**src/rtl/bomb_pkg.sv**
```systemverilog
// Shared state/direction types, arena geometry and the pixel-to-tile snap helpers.
package bomb_pkg;

  typedef enum logic [1:0] {IDLE, FUSE, CLEAR, EXPLODE} state_e;
  typedef enum logic [1:0] {DIR_UP, DIR_RIGHT, DIR_DOWN, DIR_LEFT} dir_e;
  typedef enum logic [1:0] {SEQ_IDLE, SEQ_SCAN, SEQ_REQ} seq_state_e;

  localparam int UP_LEFT_X   = 48;
  localparam int UP_LEFT_Y   = 32;
  localparam int HB_OFFSET   = 9;
  localparam int TILE_COLS   = 33;
  localparam int TILE_ROWS   = 26;
  localparam int SPRITE_HALF = 8;

  // Hitbox centre relative to the arena origin: x_b-40, y_b-15.
  localparam int SNAP_X = UP_LEFT_X - SPRITE_HALF;
  localparam int SNAP_Y = UP_LEFT_Y - HB_OFFSET - SPRITE_HALF;

  function automatic logic [5:0] snap_x(input logic [9:0] x);
    return 6'((x - 10'(SNAP_X)) >> 4);
  endfunction

  function automatic logic [4:0] snap_y(input logic [9:0] y);
    return 5'((y - 10'(SNAP_Y)) >> 4);
  endfunction

endpackage

```
**src/rtl/bomb_if.sv**
```systemverilog
// Player/motion inputs, display outputs and the block-map clear handshake of one bomb.
interface bomb_if;
  logic       place;
  logic [9:0] x_b;
  logic [9:0] y_b;
  logic       gameover;
  logic       bomb_on;
  logic       exp_on;
  logic [5:0] tile_x;
  logic [4:0] tile_y;
  logic       clr_req;
  logic [5:0] clr_x;
  logic [4:0] clr_y;
  logic       clr_ack;
  logic       done;

  modport master (
    input  place, x_b, y_b, gameover, clr_ack,
    output bomb_on, exp_on, tile_x, tile_y, clr_req, clr_x, clr_y, done
  );

  modport slave (
    output place, x_b, y_b, gameover, clr_ack,
    input  bomb_on, exp_on, tile_x, tile_y, clr_req, clr_x, clr_y, done
  );
endinterface

```
**src/rtl/bomb_clear_seq.sv**
```systemverilog
// Walks up/right/down/left around the bomb tile, requesting a clear for each in-range non-pillar tile.
// clr_req is held until clr_ack; abort only takes effect when no request is outstanding.
module bomb_clear_seq
  import bomb_pkg::*;
(
  input  logic       clk,
  input  logic       reset,
  input  logic       start,
  input  logic       abort,
  input  logic [5:0] tile_x,
  input  logic [4:0] tile_y,
  input  logic       clr_ack,
  output logic       clr_req,
  output logic [5:0] clr_x,
  output logic [4:0] clr_y,
  output logic       finish,
  output logic       aborted
);

  seq_state_e state, state_nx;
  dir_e       dir, dir_nx;
  logic [6:0] nb_x;
  logic [5:0] nb_y;
  logic       nb_ok;

  // One extra bit so that stepping off column/row 0 wraps to a value that fails the range test.
  always_comb begin
    nb_x = {1'b0, tile_x};
    nb_y = {1'b0, tile_y};
    case (dir)
      DIR_UP:    nb_y = {1'b0, tile_y} - 6'd1;
      DIR_RIGHT: nb_x = {1'b0, tile_x} + 7'd1;
      DIR_DOWN:  nb_y = {1'b0, tile_y} + 6'd1;
      DIR_LEFT:  nb_x = {1'b0, tile_x} - 7'd1;
    endcase
    nb_ok = (nb_x < 7'(TILE_COLS)) && (nb_y < 6'(TILE_ROWS)) && !(nb_x[0] && nb_y[0]);
  end

  always_comb begin
    state_nx = state;
    dir_nx   = dir;
    finish   = 1'b0;
    aborted  = 1'b0;
    case (state)
      SEQ_IDLE: begin
        if (start) begin
          state_nx = SEQ_SCAN;
          dir_nx   = DIR_UP;
        end
      end
      SEQ_SCAN: begin
        if (abort) begin
          state_nx = SEQ_IDLE;
          aborted  = 1'b1;
        end else if (nb_ok) begin
          state_nx = SEQ_REQ;
        end else if (dir == DIR_LEFT) begin
          state_nx = SEQ_IDLE;
          finish   = 1'b1;
        end else begin
          dir_nx = dir_e'(dir + 2'd1);
        end
      end
      SEQ_REQ: begin
        if (clr_ack) begin
          if (abort) begin
            state_nx = SEQ_IDLE;
            aborted  = 1'b1;
          end else if (dir == DIR_LEFT) begin
            state_nx = SEQ_IDLE;
            finish   = 1'b1;
          end else begin
            state_nx = SEQ_SCAN;
            dir_nx   = dir_e'(dir + 2'd1);
          end
        end
      end
      default: state_nx = SEQ_IDLE;
    endcase
  end

  always_ff @(posedge clk or posedge reset) begin
    if (reset) begin
      state   <= SEQ_IDLE;
      dir     <= DIR_UP;
      clr_req <= 1'b0;
      clr_x   <= '0;
      clr_y   <= '0;
    end else begin
      state   <= state_nx;
      dir     <= dir_nx;
      clr_req <= (state_nx == SEQ_REQ);
      if (state == SEQ_SCAN && state_nx == SEQ_REQ) begin
        clr_x <= nb_x[5:0];
        clr_y <= nb_y[4:0];
      end
    end
  end

endmodule

```
**src/rtl/bomb_controller.sv**
```systemverilog
// Single-bomb lifecycle: place, fuse, neighbour clear, explosion, back to idle; outputs registered.
// Define BOMB_REMOTE_EN to let a fresh place press during the fuse detonate the bomb early.
module bomb_controller
  import bomb_pkg::*;
#(
  parameter int FUSE_CYCLES = 200_000_000,
  parameter int EXP_CYCLES  = 50_000_000,
  parameter int CNT_W       = 28
) (
  input  logic   clk,
  input  logic   reset,
  bomb_if.master bus
);

  state_e           state, state_nx;
  logic [CNT_W-1:0] timer;
  logic             place_q;
  logic             place_rise;
  logic             remote_fire;
  logic             fuse_end;
  logic             exp_end;
  logic             seq_start;
  logic             seq_finish;
  logic             seq_aborted;

  assign place_rise = bus.place & ~place_q;
  assign fuse_end   = (timer == CNT_W'(FUSE_CYCLES - 1));
  assign exp_end    = (timer == CNT_W'(EXP_CYCLES - 1));

`ifdef BOMB_REMOTE_EN
  assign remote_fire = place_rise;
`else
  assign remote_fire = 1'b0;
`endif

  always_comb begin
    state_nx = state;
    case (state)
      IDLE:    if (place_rise && !bus.gameover) state_nx = FUSE;
      FUSE: begin
        if (bus.gameover)                state_nx = IDLE;
        else if (fuse_end || remote_fire) state_nx = CLEAR;
      end
      CLEAR: begin
        if (seq_aborted)     state_nx = IDLE;
        else if (seq_finish) state_nx = EXPLODE;
      end
      EXPLODE: if (exp_end) state_nx = IDLE;
      default: state_nx = IDLE;
    endcase
    seq_start = (state != CLEAR) && (state_nx == CLEAR);
  end

  always_ff @(posedge clk or posedge reset) begin
    if (reset) begin
      state       <= IDLE;
      timer       <= '0;
      place_q     <= 1'b0;
      bus.bomb_on <= 1'b0;
      bus.exp_on  <= 1'b0;
      bus.done    <= 1'b0;
      bus.tile_x  <= '0;
      bus.tile_y  <= '0;
    end else begin
      state   <= state_nx;
      place_q <= bus.place;
      // Timer restarts on every state change so each timed state starts its count at 0.
      if (state_nx != state || !(state == FUSE || state == EXPLODE)) timer <= '0;
      else                                                           timer <= timer + 1'b1;
      bus.bomb_on <= (state_nx == FUSE);
      bus.exp_on  <= (state_nx == EXPLODE);
      bus.done    <= (state == EXPLODE) && (state_nx == IDLE);
      if (state == IDLE && state_nx == FUSE) begin
        bus.tile_x <= snap_x(bus.x_b);
        bus.tile_y <= snap_y(bus.y_b);
      end
    end
  end

  bomb_clear_seq u_clear_seq (
    .clk     (clk),
    .reset   (reset),
    .start   (seq_start),
    .abort   (bus.gameover),
    .tile_x  (bus.tile_x),
    .tile_y  (bus.tile_y),
    .clr_ack (bus.clr_ack),
    .clr_req (bus.clr_req),
    .clr_x   (bus.clr_x),
    .clr_y   (bus.clr_y),
    .finish  (seq_finish),
    .aborted (seq_aborted)
  );

endmodule

```
**src/flat_wrapper.sv**
```systemverilog
// flat-port wrapper written by rule: the top's interface ports become plain ports
module bomb_controller_flat import bomb_pkg::*;
#(
  parameter int FUSE_CYCLES = 200_000_000,
  parameter int EXP_CYCLES  = 50_000_000,
  parameter int CNT_W       = 28
)
  (clk, reset, bus_place, bus_x_b, bus_y_b, bus_gameover, bus_clr_ack, bus_bomb_on, bus_exp_on, bus_tile_x, bus_tile_y, bus_clr_req, bus_clr_x, bus_clr_y, bus_done);
  bomb_if bus_i ();
  input  logic clk;
  input  logic reset;
  input wire logic [$bits(bus_i.place)-1:0] bus_place;
  input wire logic [$bits(bus_i.x_b)-1:0] bus_x_b;
  input wire logic [$bits(bus_i.y_b)-1:0] bus_y_b;
  input wire logic [$bits(bus_i.gameover)-1:0] bus_gameover;
  input wire logic [$bits(bus_i.clr_ack)-1:0] bus_clr_ack;
  output wire logic [$bits(bus_i.bomb_on)-1:0] bus_bomb_on;
  output wire logic [$bits(bus_i.exp_on)-1:0] bus_exp_on;
  output wire logic [$bits(bus_i.tile_x)-1:0] bus_tile_x;
  output wire logic [$bits(bus_i.tile_y)-1:0] bus_tile_y;
  output wire logic [$bits(bus_i.clr_req)-1:0] bus_clr_req;
  output wire logic [$bits(bus_i.clr_x)-1:0] bus_clr_x;
  output wire logic [$bits(bus_i.clr_y)-1:0] bus_clr_y;
  output wire logic [$bits(bus_i.done)-1:0] bus_done;
  assign bus_i.place = bus_place;
  assign bus_i.x_b = bus_x_b;
  assign bus_i.y_b = bus_y_b;
  assign bus_i.gameover = bus_gameover;
  assign bus_i.clr_ack = bus_clr_ack;
  assign bus_bomb_on = bus_i.bomb_on;
  assign bus_exp_on = bus_i.exp_on;
  assign bus_tile_x = bus_i.tile_x;
  assign bus_tile_y = bus_i.tile_y;
  assign bus_clr_req = bus_i.clr_req;
  assign bus_clr_x = bus_i.clr_x;
  assign bus_clr_y = bus_i.clr_y;
  assign bus_done = bus_i.done;
  bomb_controller #(.FUSE_CYCLES(FUSE_CYCLES), .EXP_CYCLES(EXP_CYCLES), .CNT_W(CNT_W)) u_core (.clk(clk), .reset(reset), .bus(bus_i));
endmodule
```
**config.mk**
```make
export PLATFORM = sky130hd
export DESIGN_NAME = bomb_controller_flat
export DESIGN_NICKNAME = d
export VERILOG_FILES = /design/src/rtl/bomb_pkg.sv /design/src/rtl/bomb_if.sv /design/src/rtl/bomb_clear_seq.sv /design/src/rtl/bomb_controller.sv /design/src/flat_wrapper.sv
export SDC_FILE = /design/constraint.sdc
export NUM_CORES = 1
export LEC_CHECK = 0
export BUFFER_PORTS_ARGS = -buffer_cell sky130_fd_sc_hd__buf_2
export CORE_UTILIZATION = 55
export CTS_CLUSTER_DIAMETER = 100
export DETAILED_ROUTE_END_ITERATION = 10
export PLACE_DENSITY = 0.76
export SLEW_MARGIN = 20
export SYNTH_ARGS = -nofsm -noshare
export SYNTH_HDL_FRONTEND = slang
export SYNTH_SLANG_ARGS = --single-unit
```
**constraint.sdc**
```tcl
create_clock -name clk -period 10.8 [get_ports clk]
set_clock_uncertainty 0.2 [all_clocks]
set_input_delay 2.16 -clock clk [delete_from_list [all_inputs] [get_ports clk]]
set_output_delay 2.16 -clock clk [all_outputs]
set_load 0.1 [all_outputs]
```
Word level (Yosys, flattened, before mapping)
Index checks and enable logic that the tools add are counted.
Widths: inputs -> output; s select.
{ "totals": {"out_inout_bits": 26, "inputBits": 25, "wordCells": 99, "register_bits": 61} }
{ "classes": {"reduce_logical": 19, "magnitude_cmp": 2, "n_eq_ne": 21, "n_bitwise": 2, "n_mux": 34, "n_addsub": 8} }
{ "op_table": {"columns": ["cell", "n"], "rows": [
  ["$mux 2", 17],
  ["$add 28x1->28 const B", 1],
  ["$eq 28x26->1 const B", 1],
  ["$eq 28x28->1 const B", 1],
  ["$mux 28", 1],
  ["$eq 2x2->1 const B", 8],
  ["$pmux 7 s2", 1],
  ["$pmux 2 s3", 2],
  ["$pmux 6 s2", 1],
  ["$ne 2x2->1 const B", 5],
  ["$sub 10x6->10 const B", 1],
  ["$mux 1", 9],
  ["$sub 9x4->9 const B", 1],
  ["$eq 2x1->1 const B", 4],
  ["$logic_and 1x1->1", 8],
  ["$logic_not 2->1", 4],
  ["$pmux 2 s4", 1],
  ["$add 6x1->7 const B", 1],
  ["$lt 7x6->1 const B", 1],
  ["$sub 6x1->7 const B", 1],
  ["$add 5x1->6 const B", 1],
  ["$lt 6x5->1 const B", 1],
  ["$reduce_and 6->1", 1],
  ["$sub 5x1->6 const B", 1],
  ["9 further kinds", 13]
]} }

Depth between registers and ports, before layout
{ "logic_depth": {"depth_word": 17, "mapped_depth": 14, "mapped_depth_nobuf": 12} }

Hierarchy
A second synthesis with hierarchy kept.
{ "hier_totals": {"cells_unflattened": 410, "area_unflattened_um2": 3983.8} }
{ "modules_own_cells": {"columns": ["module", "instances", "area_per_inst_um2", "cells_each"], "rows": [
  ["bomb_controller", 1, 2287.2, 230],
  ["bomb_clear_seq", 1, 1696.6, 180]
]} }

Least setup slack after synthesis
OpenSTA, ideal clock, no wires.
{ "synth_timing": {"path_type": "flip-flop to flip-flop", "startpoint": "register u_core.bus.tile_x[1]", "endpoint": "register u_core.u_clear_seq.clr_x[1]", "t_required_ps": 10475, "arrival_time_ps": 3798, "stages_incl_launch_ff": 13, "path_slack_ps": 6676, "synth_period_minus_slack_ps": 4124, "cell_sequence": "dfrtp_1 -> clkbuf_1 -> xor2_1 -> ha_1 -> and4b_1 -> a221o_1 -> or3_4 -> a2111oi_4 -> o31ai_2 -> a221oi_2 -> o211ai_2 -> buf_6 -> mux2_4"} }
{ "synth_via": {"elab_chain_cells": 17, "elab_cells_between_ends": 20} }
{ "synth_lines": {"columns": ["item", "line_no", "text"], "rows": [
  ["from (decl)", "bomb_if.sv:19", "output bomb_on, exp_on, tile_x, tile_y, clr_req, clr_x, clr_y, done"],
  ["from (signal assigned)", "bomb_controller.sv:74", "bus.tile_x <= snap_x(bus.x_b);"],
  ["$sub 6x1->7 / $add 6x1->7 (equally long branches)", "bomb_clear_seq.sv:34, bomb_clear_seq.sv:32", null],
  ["$pmux 7 s2 (*)", "bomb_clear_seq.sv:30", "case (dir)"],
  ["$lt 7x6->1", "bomb_clear_seq.sv:36", "nb_ok = (nb_x < 7'(TILE_COLS)) && (nb_y < 6'(TILE_ROWS)) && !(nb_x[0] && nb_y[0]);"],
  ["$logic_and 1x1->1 (2 in series)", "bomb_clear_seq.sv:36", null],
  ["$mux 1", "bomb_clear_seq.sv:55", "end else if (nb_ok) begin"],
  ["$mux 1", "bomb_clear_seq.sv:52", "if (abort) begin"],
  ["$pmux 1 s2", "bomb_clear_seq.sv:44", "case (state)"],
  ["$mux 2", "bomb_controller.sv:46", "else if (seq_finish) state_nx = EXPLODE;"],
  ["$mux 2", "bomb_controller.sv:45", "if (seq_aborted) state_nx = IDLE;"],
  ["$pmux 2 s4", "bomb_controller.sv:38", "case (state)"],
  ["$eq 2x2->1", "bomb_controller.sv:51", "seq_start = (state != CLEAR) && (state_nx == CLEAR);"],
  ["$logic_and 1x1->1", "bomb_controller.sv:51", null],
  ["$mux 2", "bomb_clear_seq.sv:46", "if (start) begin"],
  ["$pmux 2 s3", "bomb_clear_seq.sv:44", null],
  ["$eq 2x2->1", "bomb_clear_seq.sv:93", "if (state == SEQ_SCAN && state_nx == SEQ_REQ) begin"],
  ["$logic_and 1x1->1", "bomb_clear_seq.sv:93", null],
  ["to (signal assigned)", "bomb_clear_seq.sv:94", "clr_x <= nb_x[5:0];"],
  ["to (decl)", "bomb_clear_seq.sv:14", "output logic [5:0] clr_x,"]
]} }
Every way passes the cells marked *; elsewhere a longest branch is shown, timed or not.
A chain may end at the register's enable or synchronous reset.

Worst setup path in the final report
{ "layout_timing": {"startpoint": "register u_core.u_clear_seq.dir[0]", "endpoint": "register u_core.u_clear_seq.clr_x[2]"} }
{ "layout_via": {"elab_chain_cells": 17, "elab_cells_between_ends": 33} }
{ "layout_lines": {"columns": ["item", "line_no", "text"], "rows": [
  ["from (decl)", "bomb_clear_seq.sv:21", "dir_e dir, dir_nx;"],
  ["from (signal assigned)", "bomb_clear_seq.sv:91", "dir <= dir_nx;"],
  ["$eq 2x2->1 (tied with other cells)", "bomb_clear_seq.sv:30, bomb_clear_seq.sv:57, bomb_clear_seq.sv:69", null],
  ["$pmux 7 s2 / $pmux 6 s2 (equally long branches)", "bomb_clear_seq.sv:30", null],
  ["$lt 7x6->1 (tied with other cells)", "bomb_clear_seq.sv:36", null],
  ["$logic_and 1x1->1 / $logic_not 1->1 (equally long branches)", "bomb_clear_seq.sv:36", null],
  ["$logic_and 1x1->1", "bomb_clear_seq.sv:36", null],
  ["$mux 1", "bomb_clear_seq.sv:55", null],
  ["$mux 1", "bomb_clear_seq.sv:52", null],
  ["$pmux 1 s2", "bomb_clear_seq.sv:44", null],
  ["$mux 2", "bomb_controller.sv:46", null],
  ["$mux 2", "bomb_controller.sv:45", null],
  ["$pmux 2 s4", "bomb_controller.sv:38", null],
  ["$eq 2x2->1", "bomb_controller.sv:51", null],
  ["$logic_and 1x1->1", "bomb_controller.sv:51", null],
  ["$mux 2", "bomb_clear_seq.sv:46", null],
  ["$pmux 2 s3", "bomb_clear_seq.sv:44", null],
  ["$eq 2x2->1", "bomb_clear_seq.sv:93", null],
  ["$logic_and 1x1->1", "bomb_clear_seq.sv:93", null]
]} }
Several ways; a longest one is shown, not always the timed one.

==> metrics.csv <==
stage,metric,value,unit
floorplan,die height,86.4,um
yosys,top-count cell post-synth,dfrtp_1,
timing,RSZ-0062 raised after global routing,false,
global_routing,largest net degree at the start of global routing,62,
clocking,clk buf depth,2,
global_routing,layer with the highest usage,met2,
yosys,Post-synth EDFFs,0,
floorplan,Placeable Area,6830,um2
setup_path,reg2reg start,u_core.u_clear_seq.dir[0]$_DFFE_PP0P_,
power,maximum vdd drop,0.0000858,V
setup_path,CP required,10820,ps
clocking,TritonCTS clock tree,yes,
timing,"Setup violations, final",0,
clocking,post-CTS sizing,0,
timing,setup TNS,0,ps
timing,final hold vios,0,
cells_and_area,multi-input logic area,2240,um2
routing,initial drt markers,214,
cells_and_area,nets@finish,514,
clocking,Hold Buf Count CTS,0,
clocking,Skew-Pair Late Insertion Delay,340,ps
yosys,Synth Register Bits,61,
global_routing,Total Routing Usage GR,24.2,%
setup_path,CP Launch Point,u_core.u_clear_seq.dir[0]$_DFFE_PP0P_,
global_routing,initial antenna violation count,0,
place,DP Wirelength,5980,um
place,RD Place Congestion,0.853,
routing,DRC Markers,0,
clocking,Worst-path clk slew,70,ps
yosys,Synth Flop Type,dfrtp_1,
routing,drt pass-1 iters,4,
clocking,CTS Buf Count,9,
cells_and_area,register area,1530,um2
cells_and_area,"Area growth, synth to finish",13.5,%
global_routing,grt met3 use,5.90,%
global_routing,vias in the first global route,3166,
timing,fin worst setup slack,6410,ps
routing,routed vias,3289,
status,outcome,finished clean,
floorplan,Initial Util,57.4,%
routing,vias per inst,5.74,
worst_hold_path,HP Class,register to register,
yosys,Yosys cell types,59,
yosys,list of most frequent post-synthesis cells,"61 x dfrtp_1, 55 x nor2_1, 35 x nand2_1, 26 x o21ai_0, 23 x nand3_1",
clocking,clock net sink count,61,
setup_path,CP arrival,4410,ps
setup_path,FF-to-FF path depth,11,
floorplan,Die Width,86.4,um
yosys,Mapped Nets,472,
setup_path,R2R Setup Slk,6410,ps
cells_and_area,Inserted Diodes,0,
global_routing,met2 usage,43.9,%
clocking,H-tree depth,3,
routing,DRT antenna net count,0,
timing,max-slew violation count,0,
yosys,Ys Warns,0,
global_routing,gr ovfl total,0,
timing,Slew HR,33.8,%
setup_path,Setup crit end,u_core.u_clear_seq.clr_x[2]$_DFFE_PP0P_,
place,number of port buffers,46,
setup_path,"critical path fanouts, max",21,
power,power density over cell area,181,nW/um2
floorplan,Cell Rows,30,
yosys,ys async rst share,100,%
timing,worst slew pin tran,992,ps
timing,highest clock rate,228,MHz
setup_path,CP startpoint kind,register,
setup_path,CP Capture Type,register,
yosys,post-synthesis sequential area ratio,38.9,%
cells_and_area,Fill cells,620,
global_routing,grt met1 use,28.4,%
clocking,Root Buffer,clkbuf_8,
routing,final WL,8290,um
clocking,Post-CTS Setup Repair Bufs,0,
yosys,Post-Syn Area per Cell,9.12,um2
floorplan,IO Pins,51,
setup_path,critical path type,register to register,
global_routing,global-route wire length before repair,14100,um
timing,crit path time final,4390,ps
power,leakage power,2.07,nW
routing,WL/cell,14.5,um
flow_run,# Max-Cap Violations,0,
timing,Final Cycle Share,40.6,%
yosys,Syn Inst Count,430,
yosys,largest area contributor in the netlist,dfrtp_1,
cells_and_area,share of layout cells above drive strength 1,17.6,%
yosys,Mapped Area,3920,um2
floorplan,die footprint,7470,um2
timing,Hold WS,279,ps
yosys,Synth area leaders,"dfrtp_1 39%, nor2_1 5.3%, ha_1 5.1%",
place,Post-Place Worst Slack,6040,ps
setup_path,Worst R2R End,u_core.u_clear_seq.clr_x[2]$_DFFE_PP0P_,
yosys,post-synth top area share,38.9,%
-- worst min-delay path by stage --
stage                              startpoint                         to  slack [ps]  depth (start not counted)
global placement    u_core.timer[0]$_DFF_PP0_  u_core.timer[0]$_DFF_PP0_         270                          1
finish              u_core.timer[0]$_DFF_PP0_  u_core.timer[0]$_DFF_PP0_         280                          1
global route        u_core.timer[0]$_DFF_PP0_  u_core.timer[0]$_DFF_PP0_         310                          1
CTS                 u_core.timer[0]$_DFF_PP0_  u_core.timer[0]$_DFF_PP0_         280                          1
floorplan           u_core.timer[0]$_DFF_PP0_  u_core.timer[0]$_DFF_PP0_         250                          1
detailed placement  u_core.timer[0]$_DFF_PP0_  u_core.timer[0]$_DFF_PP0_         270                          1
-- sequential cells by signal (all words and copies together) (netlist names) --
name	count
u_core.bus.bomb_on	1
u_core.bus.tile_x	6
u_core.u_clear_seq.clr_y	5
u_core.bus.tile_y	5
u_core.place_q	1
u_core.bus.exp_on	1
u_core.timer	28
u_core.state	2
u_core.u_clear_seq.state	2
u_core.u_clear_seq.clr_req	1
u_core.bus.done	1
u_core.u_clear_seq.dir	2
u_core.u_clear_seq.clr_x	6
-- layer usage --
layer,part of all wire (%),vias to the layer above
met4,1.8,0
met3,3.7,16
met5,0,-
li1,-,1608
met1,42,1584
met2,52,81
-- power by group --
part	internal (mW)	switching, mW
Clock	0.160	0.0923
Sequential	0.244	0.0118
Combinational	0.0914	0.206
-- kinds of logic after synthesis --
kind of cell             Yosys count  synth area share [%]
AND/OR/NAND/NOR                  181                  23.4
AO/OA/AOI/OAI                     77                  14.0
flip-flops                        61                  38.9
XOR/XNOR                          42                  9.38
buffers and inverters             37                  3.92
adder cells (fa/ha/maj)           17                  5.62
multiplexers                      15                  4.79
-- final cells by class --
type	instances	share of cell area (%)
clock buffers	11	3.18
clock inverters	5	2.39
inverters	21	1.77
multi-input cells	332	50.3
flip-flops and latches	61	34.3
well taps	96	2.70
repair buffers	47	5.34
-- per-stage QoR --
step                area, um2  total power, mW  utilization, %  cells
floorplan                3920            0.500               -    430
global placement         4200            0.547            61.5    557
detailed placement       4200            0.555            61.5    557
CTS                      4450            0.811            65.2    573
global route             4450            0.847            65.2    573
finish                   4450            0.806            65.2    573
-- worst max-delay path, stage by stage (launching register included) --
cell and delay (ps):
dfrtp_1 460, ha_1 650, xor2_1 150, ha_1 300, and4b_1 230, a221o_1 280, or3_4 340, a2111oi_4 400
o31ai_2 110, a221oi_2 330, o211ai_2 390, mux2_4 420
-- layout by cell type (no fill, tap or decap), types with 7 or more instances in the layout --
master / synthesis / layout
a21oi_1: 13 / 13
buf_2: 0 / 46
clkbuf_8: 0 / 10
dfrtp_1: 61 / 61
ha_1: 16 / 16
inv_1: 21 / 20
mux2_4: 7 / 7
nand2_1: 35 / 35
nand3_1: 23 / 23
nand4_1: 10 / 10
nor2_1: 55 / 55
nor2b_1: 7 / 7
nor3_1: 8 / 8
nor4b_1: 7 / 7
o21ai_0: 26 / 26
xnor2_1: 21 / 21
xor2_1: 21 / 21
(Power assumes the default switching activity.)
